[config.mk]
export PLATFORM = sky130hd
export DESIGN_NAME = chunked_wide_adder
export DESIGN_NICKNAME = d
export VERILOG_FILES = /design/src/rtl/chunked_wide_adder_pkg.sv /design/src/rtl/chunked_wide_adder_ppa.sv /design/src/rtl/chunked_wide_adder.sv
export SDC_FILE = /design/constraint.sdc
export NUM_CORES = 1
export LEC_CHECK = 0
export ABC_CLOCK_PERIOD_IN_PS = 6300
export BUFFER_PORTS_ARGS = -buffer_cell sky130_fd_sc_hd__buf_4
export CAP_MARGIN = 40
export CORE_MARGIN = 4
export CORE_UTILIZATION = 51
export CTS_BUF_LIST = sky130_fd_sc_hd__clkbuf_8
export CTS_CLUSTER_DIAMETER = 40
export DETAILED_ROUTE_END_ITERATION = 10
export GPL_ROUTABILITY_DRIVEN = 0
export PLACE_DENSITY = 0.73
export SETUP_SLACK_MARGIN = 0.1
export SYNTH_ARGS = -nofsm -noshare
export SYNTH_HDL_FRONTEND = slang
export SYNTH_SLANG_ARGS = --single-unit
[constraint.sdc]
create_clock -name clk -period 6.3 [get_ports clk]
set_input_delay 0.945 -clock clk [delete_from_list [all_inputs] [get_ports clk]]
set_output_delay 0.945 -clock clk [all_outputs]
set_load 0.005 [all_outputs]
[src/rtl/chunked_wide_adder_pkg.sv]
// Shared definitions for the chunked wide adder: chunk width, sequencer
// state encoding and an index-width helper.
package cwa_pkg;

  localparam int CHUNK_W = 6;

  typedef enum logic [1:0] {
    IDLE = 2'd0,
    RUN  = 2'd1,
    DONE = 2'd2
  } cwa_state_t;

  // Ceiling log2, evaluated at elaboration time for counter widths.
  function automatic int clog2(input int value);
    int result;
    result = 0;
    for (int k = 0; k < 32; k++) begin
      if ((1 << k) < value) result = k + 1;
    end
    return result;
  endfunction

endpackage

[src/rtl/chunked_wide_adder_ppa.sv]
// 6-bit Kogge-Stone parallel-prefix adder slice used by the chunk sequencer.
module PPA_adder (
  input  logic [5:0] sum_comp_1,
  input  logic [5:0] sum_comp_2,
  input  logic       c_in,
  output logic [5:0] result,
  output logic       c_out
);

  logic [5:0] w_g0;
  logic [5:0] w_p0;
  logic [5:0] w_g_lvl [0:3];
  logic [5:0] w_p_lvl [0:3];
  logic [6:0] w_carry;

  genvar gi;
  generate
    for (gi = 0; gi < 6; gi++) begin : g_bit
      assign w_g0[gi] = sum_comp_1[gi] & sum_comp_2[gi];
      assign w_p0[gi] = sum_comp_1[gi] ^ sum_comp_2[gi];
    end
  endgenerate

  // Three prefix levels (span 1, 2, 4) cover every bit of the 6-bit slice.
  always_comb begin
    w_g_lvl[0] = w_g0;
    w_p_lvl[0] = w_p0;
    for (int l = 1; l < 4; l++) begin
      for (int i = 0; i < 6; i++) begin
        if (i >= (1 << (l - 1))) begin
          w_g_lvl[l][i] = w_g_lvl[l-1][i] | (w_p_lvl[l-1][i] & w_g_lvl[l-1][i - (1 << (l - 1))]);
          w_p_lvl[l][i] = w_p_lvl[l-1][i] & w_p_lvl[l-1][i - (1 << (l - 1))];
        end else begin
          w_g_lvl[l][i] = w_g_lvl[l-1][i];
          w_p_lvl[l][i] = w_p_lvl[l-1][i];
        end
      end
    end
  end

  assign w_carry[0] = c_in;

  generate
    for (gi = 0; gi < 6; gi++) begin : g_sum
      assign w_carry[gi+1] = w_g_lvl[3][gi] | (w_p_lvl[3][gi] & c_in);
      assign result[gi]    = w_p0[gi] ^ w_carry[gi];
    end
  endgenerate

  assign c_out = w_carry[6];

endmodule

[src/rtl/chunked_wide_adder.sv]
// Multi-cycle W-bit adder: sequences 6-bit chunks, LSB first, through one
// PPA_adder slice with the carry registered between chunks.
// Optional subtract support is compiled in with the CWA_SUB_EN macro.
module chunked_wide_adder
  import cwa_pkg::*;
#(
  parameter int CHUNKS = 4
) (
  input  logic                    clk,
  input  logic                    rst,
  input  logic                    in_valid,
  output logic                    in_ready,
  input  logic [CHUNK_W*CHUNKS-1:0] op_a,
  input  logic [CHUNK_W*CHUNKS-1:0] op_b,
  input  logic                    c_in,
`ifdef CWA_SUB_EN
  input  logic                    sub,
`endif
  output logic                    out_valid,
  input  logic                    out_ready,
  output logic [CHUNK_W*CHUNKS-1:0] sum,
  output logic                    c_out,
  output logic                    ovf
);

  localparam int W     = CHUNK_W * CHUNKS;
  localparam int IDX_W = (clog2(CHUNKS) > 0) ? clog2(CHUNKS) : 1;
  localparam logic [IDX_W-1:0] LAST_IDX = IDX_W'(CHUNKS - 1);

  cwa_state_t       r_state;
  logic [IDX_W-1:0] r_idx;
  logic             r_carry;
  logic [W-1:0]     r_a;      // shifted right one chunk per RUN cycle
  logic [W-1:0]     r_b;
  logic [W-1:0]     r_acc;    // partial sum, hidden until the last chunk
  logic [W-1:0]     r_sum;
  logic             r_cout;
  logic             r_ovf;

  logic [CHUNK_W-1:0] w_a_chunk;
  logic [CHUNK_W-1:0] w_b_chunk;
  logic [CHUNK_W-1:0] w_result;
  logic               w_slice_cout;
  logic               w_last;
  logic [W-1:0]       w_acc_next;
  logic [W-1:0]       w_b_capture;
  logic               w_cin_capture;

`ifdef CWA_SUB_EN
  assign w_b_capture   = sub ? ~op_b : op_b;
  assign w_cin_capture = sub ? 1'b1 : c_in;
`else
  assign w_b_capture   = op_b;
  assign w_cin_capture = c_in;
`endif

  assign w_a_chunk = r_a[CHUNK_W-1:0];
  assign w_b_chunk = r_b[CHUNK_W-1:0];
  assign w_last    = (r_idx == LAST_IDX);

  PPA_adder u_slice (
    .sum_comp_1 (w_a_chunk),
    .sum_comp_2 (w_b_chunk),
    .c_in       (r_carry),
    .result     (w_result),
    .c_out      (w_slice_cout)
  );

  // Drop the current slice result into its chunk position of the partial sum.
  always_comb begin
    w_acc_next = r_acc;
    w_acc_next[int'(r_idx)*CHUNK_W +: CHUNK_W] = w_result;
  end

  // Sequencer: capture, one chunk per cycle, then hold the result until taken.
  always_ff @(posedge clk or posedge rst) begin
    if (rst) begin
      r_state <= IDLE;
      r_idx   <= '0;
      r_carry <= 1'b0;
      r_a     <= '0;
      r_b     <= '0;
      r_acc   <= '0;
      r_sum   <= '0;
      r_cout  <= 1'b0;
      r_ovf   <= 1'b0;
    end else begin
      case (r_state)
        IDLE: begin
          if (in_valid) begin
            r_a     <= op_a;
            r_b     <= w_b_capture;
            r_carry <= w_cin_capture;
            r_idx   <= '0;
            r_state <= RUN;
          end
        end
        RUN: begin
          r_acc   <= w_acc_next;
          r_carry <= w_slice_cout;
          r_a     <= r_a >> CHUNK_W;
          r_b     <= r_b >> CHUNK_W;
          r_idx   <= r_idx + 1'b1;
          if (w_last) begin
            // On the last chunk the slice sees the operand MSBs, so carry
            // into the MSB is a^b^sum there, and ovf is that xor carry-out.
            r_sum   <= w_acc_next;
            r_cout  <= w_slice_cout;
            r_ovf   <= w_a_chunk[CHUNK_W-1] ^ w_b_chunk[CHUNK_W-1]
                     ^ w_result[CHUNK_W-1] ^ w_slice_cout;
            r_state <= DONE;
          end
        end
        DONE: begin
          if (out_ready) r_state <= IDLE;
        end
        default: r_state <= IDLE;
      endcase
    end
  end

  // in_ready is forced low while reset is held, even though state is IDLE.
  assign in_ready  = (r_state == IDLE) & ~rst;
  assign out_valid = (r_state == DONE);
  assign sum       = r_sum;
  assign c_out     = r_cout;
  assign ovf       = r_ovf;

endmodule

## Word level (Yosys, flattened, before mapping)

Cells that the tools add are included.

- Reduce and logical (&&, ||, !) cells: 5
- Shift-type cells: 2
- Equal/unequal tests: 6
- Mux-type cells: 13
- Bitwise gates (word level): 67
- $lt $le $gt $ge: 0
- Add/subtract/negate cells: 2
- Multiply operators: 1
- Divide/modulo/power cells: 0

Operator list:

| operator | count |
|---|---|
| case mux 24 bit (2 select lines) | 2 |
| case mux 32 bit (2 select lines) | 1 |
| 2-to-1 mux 24 bit | 2 |
| AND 1 bit | 35 |
| negation 32 -> 33 bit | 1 |
| variable shift 6 x 33 -> 24 bit (first input constant) | 1 |
| indexed part select 6 x 33 -> 24 bit | 1 |
| adder 32 x 1 -> 32 bit (second input constant) | 1 |
| == test 32 x 2 -> 1 bit (second input constant) | 1 |
| multiplier 32 x 3 -> 31 bit (second input constant) | 1 |
| 2-to-1 mux 32 bit | 1 |
| bitwise mux 24 bit | 1 |
| OR 1 bit | 17 |
| bitwise XOR 1 bit | 14 |
| 2-to-1 mux 2 bit | 3 |
| case mux 2 bit (3 select lines) | 1 |
| != test 2 bit (second input constant) | 2 |
| AND reduction 2 bit | 2 |
| AND reduction 3 bit | 1 |
| == test 2 x 1 -> 1 bit (second input constant) | 1 |
| == test 2 bit (second input constant) | 1 |
| zero test 2 bit | 1 |
| != test 2 x 1 -> 1 bit (second input constant) | 1 |
| case mux 1 bit (2 select lines) | 1 |
| 3 further kinds | 3 |

- Memory bits (writable): 0
- Latch bits: 0
- Logic and storage cells: 105
- Output and inout port bits: 28
- ROM bits: 0
- Memories: 0
- Bits in registers: 133
- Input bits: 53

## Longest topological paths before layout

Gate-level depths: netlist of the first run.

- Depth after elaboration: 10
- Mapped depth: 20
- Mapped depth without buffers: 16

## Hierarchy

A second synthesis of the first run with hierarchy kept.

- Cell total of the unflattened synthesis: 1275
- Area total of the unflattened synthesis: 10770.3 um2

Modules (own cells, without submodules):

| module | area each (um2) | instances | cells an instance | seq. area each (um2) |
|---|---|---|---|---|
| chunked_wide_adder | 10515.1 | 1 | 1241 | 3328.2 |
| PPA_adder | 255.2 | 1 | 34 | 0.0 |

## Worst setup path after synthesis of the first run

OpenSTA, ideal clock, no wires.

- Kind: register -> register
- From: register r_idx[1]
- To: register r_acc[8]
- Path buffers: 2
- Arrival: 4.983 ns
- Period minus slack after synthesis: 5.111 ns
- Required time: 6.172 ns
- Path slack: 1.189 ns
- Cell stages (with the launch flop): 19
- Library setup time: 0.128 ns
- Cells stage by stage: dfrtp_1 ha_1 ha_1 fa_1 a211oi_2 o21ai_1 a211o_1 and2_0 buf_2 a211o_4 o31a_1 nor4_1 o2bb2a_1 a2111oi_2 o2111ai_1 buf_2 or3_4 nor4_4 mux2_1

- Cells in the longest elaborated chain, start to end: 4
- Elaborated cells on any way between the ends: 5
- Classes of those cells: add/sub: 1; mul: 1; shift: 2; mux: 1

RTL lines:

| what | line | RTL |
|---|---|---|
| start: declaration | chunked_wide_adder.sv:31 | `logic [IDX_W-1:0] r_idx;` |
| start signal: assignment | chunked_wide_adder.sv:103 | `r_idx <= r_idx + 1'b1;` |
| multiplier 32 x 3 -> 31 bit (*) | chunked_wide_adder.sv:72 | `w_acc_next[int'(r_idx)*CHUNK_W +: CHUNK_W] = w_result;` |
| negation 32 -> 33 bit (*) | chunked_wide_adder.sv:72 |  |
| indexed part select 6 x 33 -> 24 bit / variable shift 6 x 33 -> 24 bit (equally long branches) | chunked_wide_adder.sv:72 |  |
| bitwise mux 24 bit (*) | chunked_wide_adder.sv:72 |  |
| end signal: assignment | chunked_wide_adder.sv:99 | `r_acc <= w_acc_next;` |
| end: declaration | chunked_wide_adder.sv:35 | `logic [W-1:0] r_acc;` |

Mark *: on every way between the ends. The rest lies on a longest branch, timed or not.
A chain may end at the register's enable or synchronous reset.

## Worst setup path after layout of the first run

- From: register r_idx[1]
- To: register r_acc[1]

The elaborated chain is that of the path after synthesis.

==> metrics, run 1 <==
outcome completed; Final Skew 0.0236 ns; first-pass GRT wire length 43000 um; Yosys reg bits 133; Fillers 1860; Synth Flop Type dfrtp_1; synthesized instance count 1213; endpoints failing hold 0; Multi-input gate area 6490 sq um; Fmax achieved 172 MHz; worst-path maximum fanout 11; simple logic cell fraction of the synthesized area 20.3%; NumNets Final 1394; proportion of synthesized area in mux cells 5.27%; Synth Warn # 0; Seq/Total Area, Yosys 32.4%; total track usage 23.2%; Post-Syn Area 10300 sq um; critical path type reg -> reg; Clock Path Buffers 2; Initial Util 52.3%; Post-Synth XOR/XNOR Area 3.49%; CP Launch Point r_idx[1]$_DFFE_PP0P_; Worst-Skew Late Latency 0.45 ns; Core Util, Final 58.5%; Final Cell Area 11500 sq um; cts repair resizes 0; DRT Pass-1 Iters 5; vias per cell 6.02; vias post-DR 9256; Worst setup EP type flip-flop; area leader, netlist dfrtp_1; DIE WIDTH 150 um; Congestion Overflow GR 0; post-DP HPWL 19300 um; ant diodes 0; Clock Sinks 133; Hold-fix buffers, CTS 0; RSZ-0062 raised after global routing false; DRC violations left 0; site row count 51; CP Launch Type flip-flop; Worst R2R End r_acc[1]$_DFFE_PP0P_; largest family of logic cells by synthesized area compound AO/OA/AOI/OAI gates; Reg-to-Reg Start r_idx[1]$_DFFE_PP0P_; CTS tree built; Routed WL per cell 16.8 um; number of global-route vias before repair 8654; synth unique cells 86; worst setup path endpoint r_acc[1]$_DFFE_PP0P_; root buf cell clkbuf_8; setup bufs post-CTS 0; largest net degree at the start of global routing 85; Core ar. 19700 sq um; total die area 22500 sq um; Final WS setup 0.472 ns; Reg clk slew, reported paths 0.08 ns; Slew HR 49.1%; final period utilization 92.5%; dpl cell area 11100 sq um; area delta synth->final 11.9%; hold path startpoint sum[15]$_DFFE_PP0P_; Avg Synthesized Cell Area 8.47 sq um; Synth Area in Compound Gates 23.9%; Final Critical Period 5.83 ns; max-cap viol count 0; Seq. cell area 3330 sq um; Num CTS Buffers 17; Hold Path Class reg -> reg; H-tree Lvls 4; Detailed Route Iter0 Violations 806; DRT Wirelength 25800 um; Post-DRT Antenna Nets 0; most common cell in the synthesized netlist nand2_1; internal reg-to-reg setup slack 0.47 ns; Total Neg Setup Slack 0 ns; initial antenna violation count 0; worst path required time 6.62 ns; Slew @ Worst Pin 0.764 ns; # IOs 81; share of the synthesized area in the top cell type 32.4%; Slew Limit Fails 0; Synth Area in Adders 10.0%; # setup viols final 0; leakage power 5.17 nW; asr flop ratio synth 100%; pwr dens 444 nW/um^2; IO Port Bufs 80; crit path DAT 6.14 ns; most frequent cells after synthesis nand2_1 (143), dfrtp_1 (133), o21ai_0 (98); layout cells sized above 1 13.1%; Fin Hold WS 0.481 ns; Synthesized Nets 1347; ranking of synthesized cells by area dfrtp_1 (32%), ha_1 (9.6%), nand2_1 (5.2%); Worst VDD drop 0.256 mV; Worst Reg-to-Reg Cells 17; DIE HEIGHT 150 um; Post-synth EDFFs 0; Place WS 0.574 ns
## cell usage in the layout, fill, tap and decap left out, types with 17 or more instances in the layout
cell and instances:
o21ai_0 98, xnor2_1 28, buf_4 94, a22oi_1 40
ha_1 79, mux2i_1 35, nand2_1 143, dfrtp_1 133
nand3_1 64, nor2_1 69, o21ai_1 32, a21oi_1 57
inv_1 54, clkbuf_8 17, nor3_1 31
## routing by layer
layer	wire length [um]	track usage (%)	share of wire (%)
met1	12000	32.7	46
met5	0	0	0
met4	469	6.27	1.8
met2	11700	36.5	45
met3	1660	4.48	6.4
## critical path: stages, from the launching register on
cell and delay [ns]:
dfrtp_1 0.42, ha_1 0.31, ha_1 0.22, fa_1 0.42
a211oi_2 0.31, o21ai_1 0.25, a211o_1 0.33, and2_0 0.31
a211o_4 0.43, o31a_1 0.27, nor4_1 0.22, o2bb2a_1 0.28
a2111oi_2 0.39, o2111ai_1 0.19, buf_4 0.21, a21oi_1 0.53
and3_1 0.29, mux2_1 0.33
## cell type report
class	instances	area share [%]
multi-input cells	957	56.4
flip-flops and latches	133	28.9
repair buffers	97	6.48
well taps	265	2.88
clock buffers	17	2.03
inverters	54	1.81
clock inverters	15	1.50
## state kept, by name, summed over array words and instances, names as in the netlist
name / count
r_a: 24
r_state: 2
c_out: 1
sum: 24
ovf: 1
r_acc: 24
r_b: 24
r_carry: 1
r_idx: 32
## power breakdown
part	internal, W	switching, W
sequential	0.00109	0.000137
combinational	0.00115	0.00199
clock	0.000363	0.000390
## cell families after synthesis
| family | count (synthesis) |
|---|---|
| AOI/OAI and AO/OA | 369 |
| xor gates and xnor gates | 41 |
| adders and majority gates | 81 |
| buffers and inverters | 123 |
| DFF | 133 |
| muxes | 52 |
| and+or+nand+nor | 414 |
## through the flow
stage / total power [W] / cells
after floorplan: 0.00351 / 1213
after global placement: 0.00424 / 1503
after detailed placement: 0.00431 / 1506
after CTS: 0.00508 / 1538
after global routing: 0.00548 / 1538
final: 0.00511 / 1538
## worst min-delay path by stage
stage,end,slack [ns],cells past startpoint
floorplan,r_a[10]$_DFFE_PP0P_,0.45,2
finish,sum[15]$_DFFE_PP0P_,0.48,1
CTS,sum[15]$_DFFE_PP0P_,0.49,1
global route,r_acc[0]$_DFFE_PP0P_,0.50,1
global placement,r_b[8]$_DFFE_PP0P_,0.46,2
detailed placement,sum[15]$_DFFE_PP0P_,0.47,1
(Power assumes the default switching activity.)
==> run 2, diff against run 1 <==
--- a/config.mk
+++ b/config.mk
@@ -14,7 +14,7 @@
 export CTS_CLUSTER_DIAMETER = 40
 export DETAILED_ROUTE_END_ITERATION = 10
 export GPL_ROUTABILITY_DRIVEN = 0
-export PLACE_DENSITY = 0.73
+export PLACE_DENSITY = 0.67
 export SETUP_SLACK_MARGIN = 0.1
 export SYNTH_ARGS = -nofsm -noshare
 export SYNTH_HDL_FRONTEND = slang
==> metrics, run 2 (synthesis gave the netlist of run 1 again) <==
CP delay by family, top compound AO/OA/AOI/OAI gates; leakage power 5.17 nW (-0.11%); most used cell along the critical path ha_1; met2 WL 11400 um (-2.1%); total track usage 23.3% (+0.12 points); Post-DRT Antenna Nets 0 (unchanged); IO Port Bufs 80 (unchanged); # IOs 81 (unchanged); dpl cell area 11100 sq um (+0.25%); Slew Limit Fails 0 (unchanged); Worst VDD drop 0.245 mV (-4.2%); DRT Wirelength 25800 um (+0.12%); Final Cell Area 11500 sq um (about the same); DRT Pass-1 Iters 6 (+1); Final Critical Period 5.83 ns (-0.00192 ns); worst-path maximum fanout 11 (unchanged); Hold Path Class reg -> reg; Fmax achieved 172 MHz (about the same); Int Pwr 0.00257 W (-1.3%); most frequent cells in the layout nand2_1 (143), dfrtp_1 (133), o21ai_0 (98); Congestion Overflow GR 0 (unchanged); sequential share of power 24.1% (about the same); CP Launch Type flip-flop; DRC violations left 0 (unchanged); commonest non-fill, non-tap cell in the layout nand2_1; setup bufs post-CTS 0 (unchanged); NumNets Final 1394 (unchanged); pwr dens 440 nW/um^2 (-1.0%); Reg clk slew, reported paths 0.08 ns (about the same); max incr delay on CP 0.54 ns (about the same); site row count 51 (unchanged); Worst-Skew Late Latency 0.46 ns (about the same); Clock Sinks 133 (unchanged); Clock Path Buffers 2 (unchanged); Top reg by flops r_idx; crit path DAT 6.15 ns (about the same); Fillers 1843 (-0.91%); Num CTS Buffers 17 (unchanged); internal reg-to-reg setup slack 0.47 ns (about the same); H-tree Lvls 4 (unchanged); post-DP HPWL 19500 um (+1.2%); max-cap viol count 0 (unchanged); Core ar. 19700 sq um (unchanged); clock share of power 14.1% (-0.6 points); CTS tree built; Buffers & Inverters on Critical Path 1 (unchanged); largest net degree at the start of global routing 57 (-33%); root buf cell clkbuf_8; DIE WIDTH 150 um (unchanged); sw frac 49.3% (+0.14 points); hold path cells 2 (+1); Worst Reg-to-Reg Cells 17 (unchanged); Total Neg Setup Slack 0 ns (unchanged); DIE HEIGHT 150 um (unchanged); # setup viols final 0 (unchanged); Slew HR 39.1% (-10 points); cts repair resizes 0 (unchanged); Slew @ Worst Pin 0.914 ns (+0.150 ns); layout cells sized above 1 13.1% (unchanged); DR WL met3 1690 um (+1.6%); final period utilization 92.5% (about the same); worst path required time 6.63 ns (about the same); area delta synth->final 11.9% (about the same); initial antenna violation count 0 (unchanged); vias post-DR 9158 (-1.1%); Final Skew 0.0208 ns (-0.00283 ns); endpoints failing hold 0 (unchanged); Routed WL per cell 16.8 um (+0.12%); Worst setup EP type flip-flop; number of global-route vias before repair 8543 (-1.3%); RSZ-0062 raised after global routing false; Core Util, Final 58.5% (about the same); vias per cell 5.95 (-1.1%); top routing layer in use met4; sw power 0.00249 W (-0.75%); cell count along the critical path 17 (unchanged); max reg flops 32 (unchanged); outcome completed; CP Cell Sequence ha_1 > ha_1 > fa_1 > a211oi_2 > o21ai_1 > a211o_1 > and2_0 > a211oi_4 > a31oi_1 > nor4_1 > o2bb2a_1 > a2111oi_2 > o2111ai_1 > buf_4 > a21oi_1 > and3_1 > mux2_1; first-pass GRT wire length 42900 um (-0.18%); critical path's slowest cell a21oi_1; Initial Util 52.3% (unchanged); wire length on met1 12300 um (+2.6%); ant diodes 0 (unchanged); critical path type reg -> reg; Hold-fix buffers, CTS 0 (unchanged); Comb power frac 61.7% (+0.4 points); Detailed Route Iter0 Violations 763 (-5.3%); total die area 22500 sq um (unchanged)
-- run 2: cell types whose count changed in the layout (fill, tap and decap cells not counted), sizes merged --
cell      change
clkinvlp      +1
inv           +2
bufinv        -1
clkinv        -2
-- run 2: layer usage --
metal,vias up,GRT usage (%)
met2,303,35.4
met4,0,6.22
met5,-,0
li1,4557,-
met1,4262,34.0
met3,36,4.63
-- run 2: tightest hold or removal path, stage by stage (launching register included) --
cell     delay [ns]
dfrtp_1        0.35
nand2_1        0.05
o21ai_0        0.06
-- run 2: metrics by stage --
stage,total power [W],std cells,setup slack [ns],hold WS (ns)
floorplan,0.00351,1213,1.19,0.450
global placement,0.00426,1502,0.640,0.461
detailed placement,0.00433,1506,0.548,0.469
CTS,0.00505,1538,0.508,0.485
global route,0.00547,1538,0.169,0.500
finish,0.00506,1538,0.474,0.480
-- run 2: power by group through the flow --
stage	Clock, W	Sequential [W]	Combinational, W
after global routing	0.000761	0.00125	0.00346
after CTS	0.000725	0.00122	0.00311
after floorplan	0	0.00122	0.00229
final	0.000716	0.00122	0.00312
after detailed placement	0	0.00124	0.00309
after global placement	0	0.00123	0.00303
-- run 2: area by class of cell --
type | count | area [sq um] | share of cell area [%]
timing repair buffer | 97 | 773 | 6.72
tap | 265 | 332 | 2.88
clock buffer | 17 | 234 | 2.03
clock inverter | 15 | 144 | 1.25
multi-input combinational | 957 | 6490 | 56.4
sequential | 133 | 3330 | 28.9
inverter | 54 | 208 | 1.81
-- run 2: path summary, 6_finish.rpt --
path	from	to
worst max-delay path	r_idx[1]$_DFFE_PP0P_	r_acc[0]$_DFFE_PP0P_
worst min-delay path	r_b[6]$_DFFE_PP0P_	r_b[6]$_DFFE_PP0P_
worst max register to register	r_idx[1]$_DFFE_PP0P_	r_acc[0]$_DFFE_PP0P_
worst min register to register	r_b[6]$_DFFE_PP0P_	r_b[6]$_DFFE_PP0P_
max in group asynchronous	rst	r_idx[16]$_DFFE_PP0P_
min in group asynchronous	rst	r_state[1]$_DFFE_PP0P_
==> run 3, diff against run 2 <==
--- a/config.mk
+++ b/config.mk
@@ -10,12 +10,11 @@
 export CAP_MARGIN = 40
 export CORE_MARGIN = 4
 export CORE_UTILIZATION = 51
-export CTS_BUF_LIST = sky130_fd_sc_hd__clkbuf_8
-export CTS_CLUSTER_DIAMETER = 40
 export DETAILED_ROUTE_END_ITERATION = 10
 export GPL_ROUTABILITY_DRIVEN = 0
 export PLACE_DENSITY = 0.67
 export SETUP_SLACK_MARGIN = 0.1
+export SKIP_CTS_REPAIR_TIMING = 1
 export SYNTH_ARGS = -nofsm -noshare
 export SYNTH_HDL_FRONTEND = slang
 export SYNTH_SLANG_ARGS = --single-unit
==> metrics, run 3 (synthesis gave the netlist of run 1 again) <==
total die area 22500 sq um (unchanged); max-cap viol count 0 (unchanged); most frequent cells in the layout nand2_1 (143), dfrtp_1 (133), o21ai_0 (98); area delta synth->final 13.8%; worst setup path endpoint r_acc[0]$_DFFE_PP0P_; Final Critical Period 5.83 ns (+0.00897 ns); Post-DRT Antenna Nets 0 (unchanged); internal reg-to-reg setup slack 0.47 ns (about the same); CTS tree built; DIE HEIGHT 150 um (unchanged); initial antenna violation count 0 (unchanged); max reg flops 32 (unchanged); Reg-to-Reg Start r_idx[1]$_DFFE_PP0P_; Num CTS Buffers 17 (unchanged); H-tree Lvls 4 (unchanged); DIE WIDTH 150 um (unchanged); clock share of power 18.3% (+4.2 points); final period utilization 92.6% (+0.14 points); sw power 0.00253 W (+1.5%); Clock Path Buffers 2 (unchanged); vias per cell 5.94 (-0.27%); NumNets Final 1394 (unchanged); Total Neg Setup Slack 0 ns (unchanged); Final Skew 0.0141 ns (-0.00671 ns); IO Port Bufs 80 (unchanged); CP Launch Type flip-flop; Worst VDD drop 0.234 mV (-4.5%); wire length on met1 12500 um (+1.4%); Worst R2R End r_acc[0]$_DFFE_PP0P_; RSZ-0062 raised after global routing false; sw frac 47.5% (-1.8 points); Core ar. 19700 sq um (unchanged); pwr dens 456 nW/um^2 (+3.6%); Detailed Route Iter0 Violations 836 (+9.6%); number of global-route vias before repair 8614 (+0.83%); Slew Limit Fails 0 (unchanged); post-DP HPWL 19500 um (unchanged); Int Pwr 0.00280 W (+9.2%); Fmax achieved 171 MHz (-0.15%); crit path DAT 6.13 ns (-0.02 ns); Slew @ Worst Pin 0.908 ns (-0.00600 ns); Initial Util 52.3% (unchanged); Slew HR 39.5% (+0.40 points); Routed WL per cell 17.0 um (+1.2%); DRT Pass-1 Iters 5 (-1); worst-path maximum fanout 11 (unchanged); # setup viols final 0 (unchanged); Hold Path Class reg -> reg; Worst setup EP type flip-flop; CP Launch Point r_idx[1]$_DFFE_PP0P_; layout cells sized above 1 13.1% (unchanged); site row count 51 (unchanged); Worst Reg-to-Reg Cells 17 (unchanged); Comb power frac 58.7% (-3.0 points); DRT Wirelength 26100 um (+1.2%); endpoints failing hold 0 (unchanged); DR WL met3 1660 um (-1.2%); Top reg by flops r_idx; total track usage 23.5% (+0.17 points); Tot Pwr 0.00533 W (+5.4%); Clock Sinks 133 (unchanged); worst path required time 6.59 ns (-0.04 ns); Fillers 1812 (-1.7%); outcome completed; ant diodes 0 (unchanged); sequential share of power 23.0% (-1.1 points); Worst-Skew Late Latency 0.43 ns (-0.03 ns); top routing layer in use met4; critical path type reg -> reg; commonest non-fill, non-tap cell in the layout nand2_1; Reg clk slew, reported paths 0.06 ns (-0.02 ns); # IOs 81 (unchanged); leakage power 5.25 nW (+1.6%); met2 WL 11600 um (+1.9%); vias post-DR 9133 (-0.27%); root buf cell clkbuf_16; first-pass GRT wire length 43100 um (+0.53%); Fin Hold WS 0.477 ns (-0.00303 ns); hold path startpoint ovf$_DFFE_PP0P_; DRC violations left 0 (unchanged); largest net degree at the start of global routing 57 (unchanged); Congestion Overflow GR 0 (unchanged)
[run 3: stage by stage]
step	setup slack, ns	instance area, sq um	cells	utilization (%)
after floorplan	1.19	10300	1213	-
after global placement	0.640	11100	1502	56.2
after detailed placement	0.548	11100	1506	56.6
after CTS	0.492	11700	1538	59.5
after global routing	0.185	11700	1538	59.5
final	0.465	11700	1538	59.5
[run 3: layout make-up]
type	count	area (sq um)	area share [%]
Inverter	54	208	1.78
Timing Repair Buffer	97	773	6.61
Tap cell	265	332	2.83
Clock inverter	14	140	1.20
Clock buffer	18	429	3.67
Sequential cell	133	3330	28.5
Multi-Input combinational cell	957	6490	55.5
[run 3: routing by layer]
layer,up-vias,GRT usage (%)
li1,4561,-
met1,4251,33.9
met2,289,36.0
met3,32,5.09
met4,0,5.67
met5,-,0
[run 3: worst min-delay path by stage]
stage                                      to  slack, ns  cells past startpoint
final                         ovf$_DFFE_PP0P_       0.48                      2
after CTS                 sum[15]$_DFFE_PP0P_       0.48                      1
after global routing      sum[15]$_DFFE_PP0P_       0.49                      1
after detailed placement  sum[15]$_DFFE_PP0P_       0.47                      1
after floorplan           r_a[10]$_DFFE_PP0P_       0.45                      2
after global placement    r_a[10]$_DFFE_PP0P_       0.46                      2
[run 3: power groups by stage]
| stage | Combinational (W) | Clock, W | Sequential (W) |
|---|---|---|---|
| after floorplan | 0.00229 | 0 | 0.00122 |
| after global placement | 0.00303 | 0 | 0.00123 |
| after detailed placement | 0.00309 | 0 | 0.00124 |
| after CTS | 0.00311 | 0.000991 | 0.00122 |
| after global routing | 0.00347 | 0.00103 | 0.00125 |
| final | 0.00313 | 0.000976 | 0.00122 |
[run 3: critical path, cell delays in order (launching register included)]
cell and delay, ns:
dfrtp_1 0.41, ha_1 0.31, ha_1 0.22, fa_1 0.43, a211oi_2 0.34, o21ai_1 0.26, a211o_1 0.33, and2_0 0.30
a211oi_4 0.46, a31oi_1 0.17, nor4_1 0.29, o2bb2a_1 0.27, a2111oi_2 0.37, o2111ai_1 0.18, buf_4 0.21, a21oi_1 0.54
and3_1 0.29, mux2_1 0.33
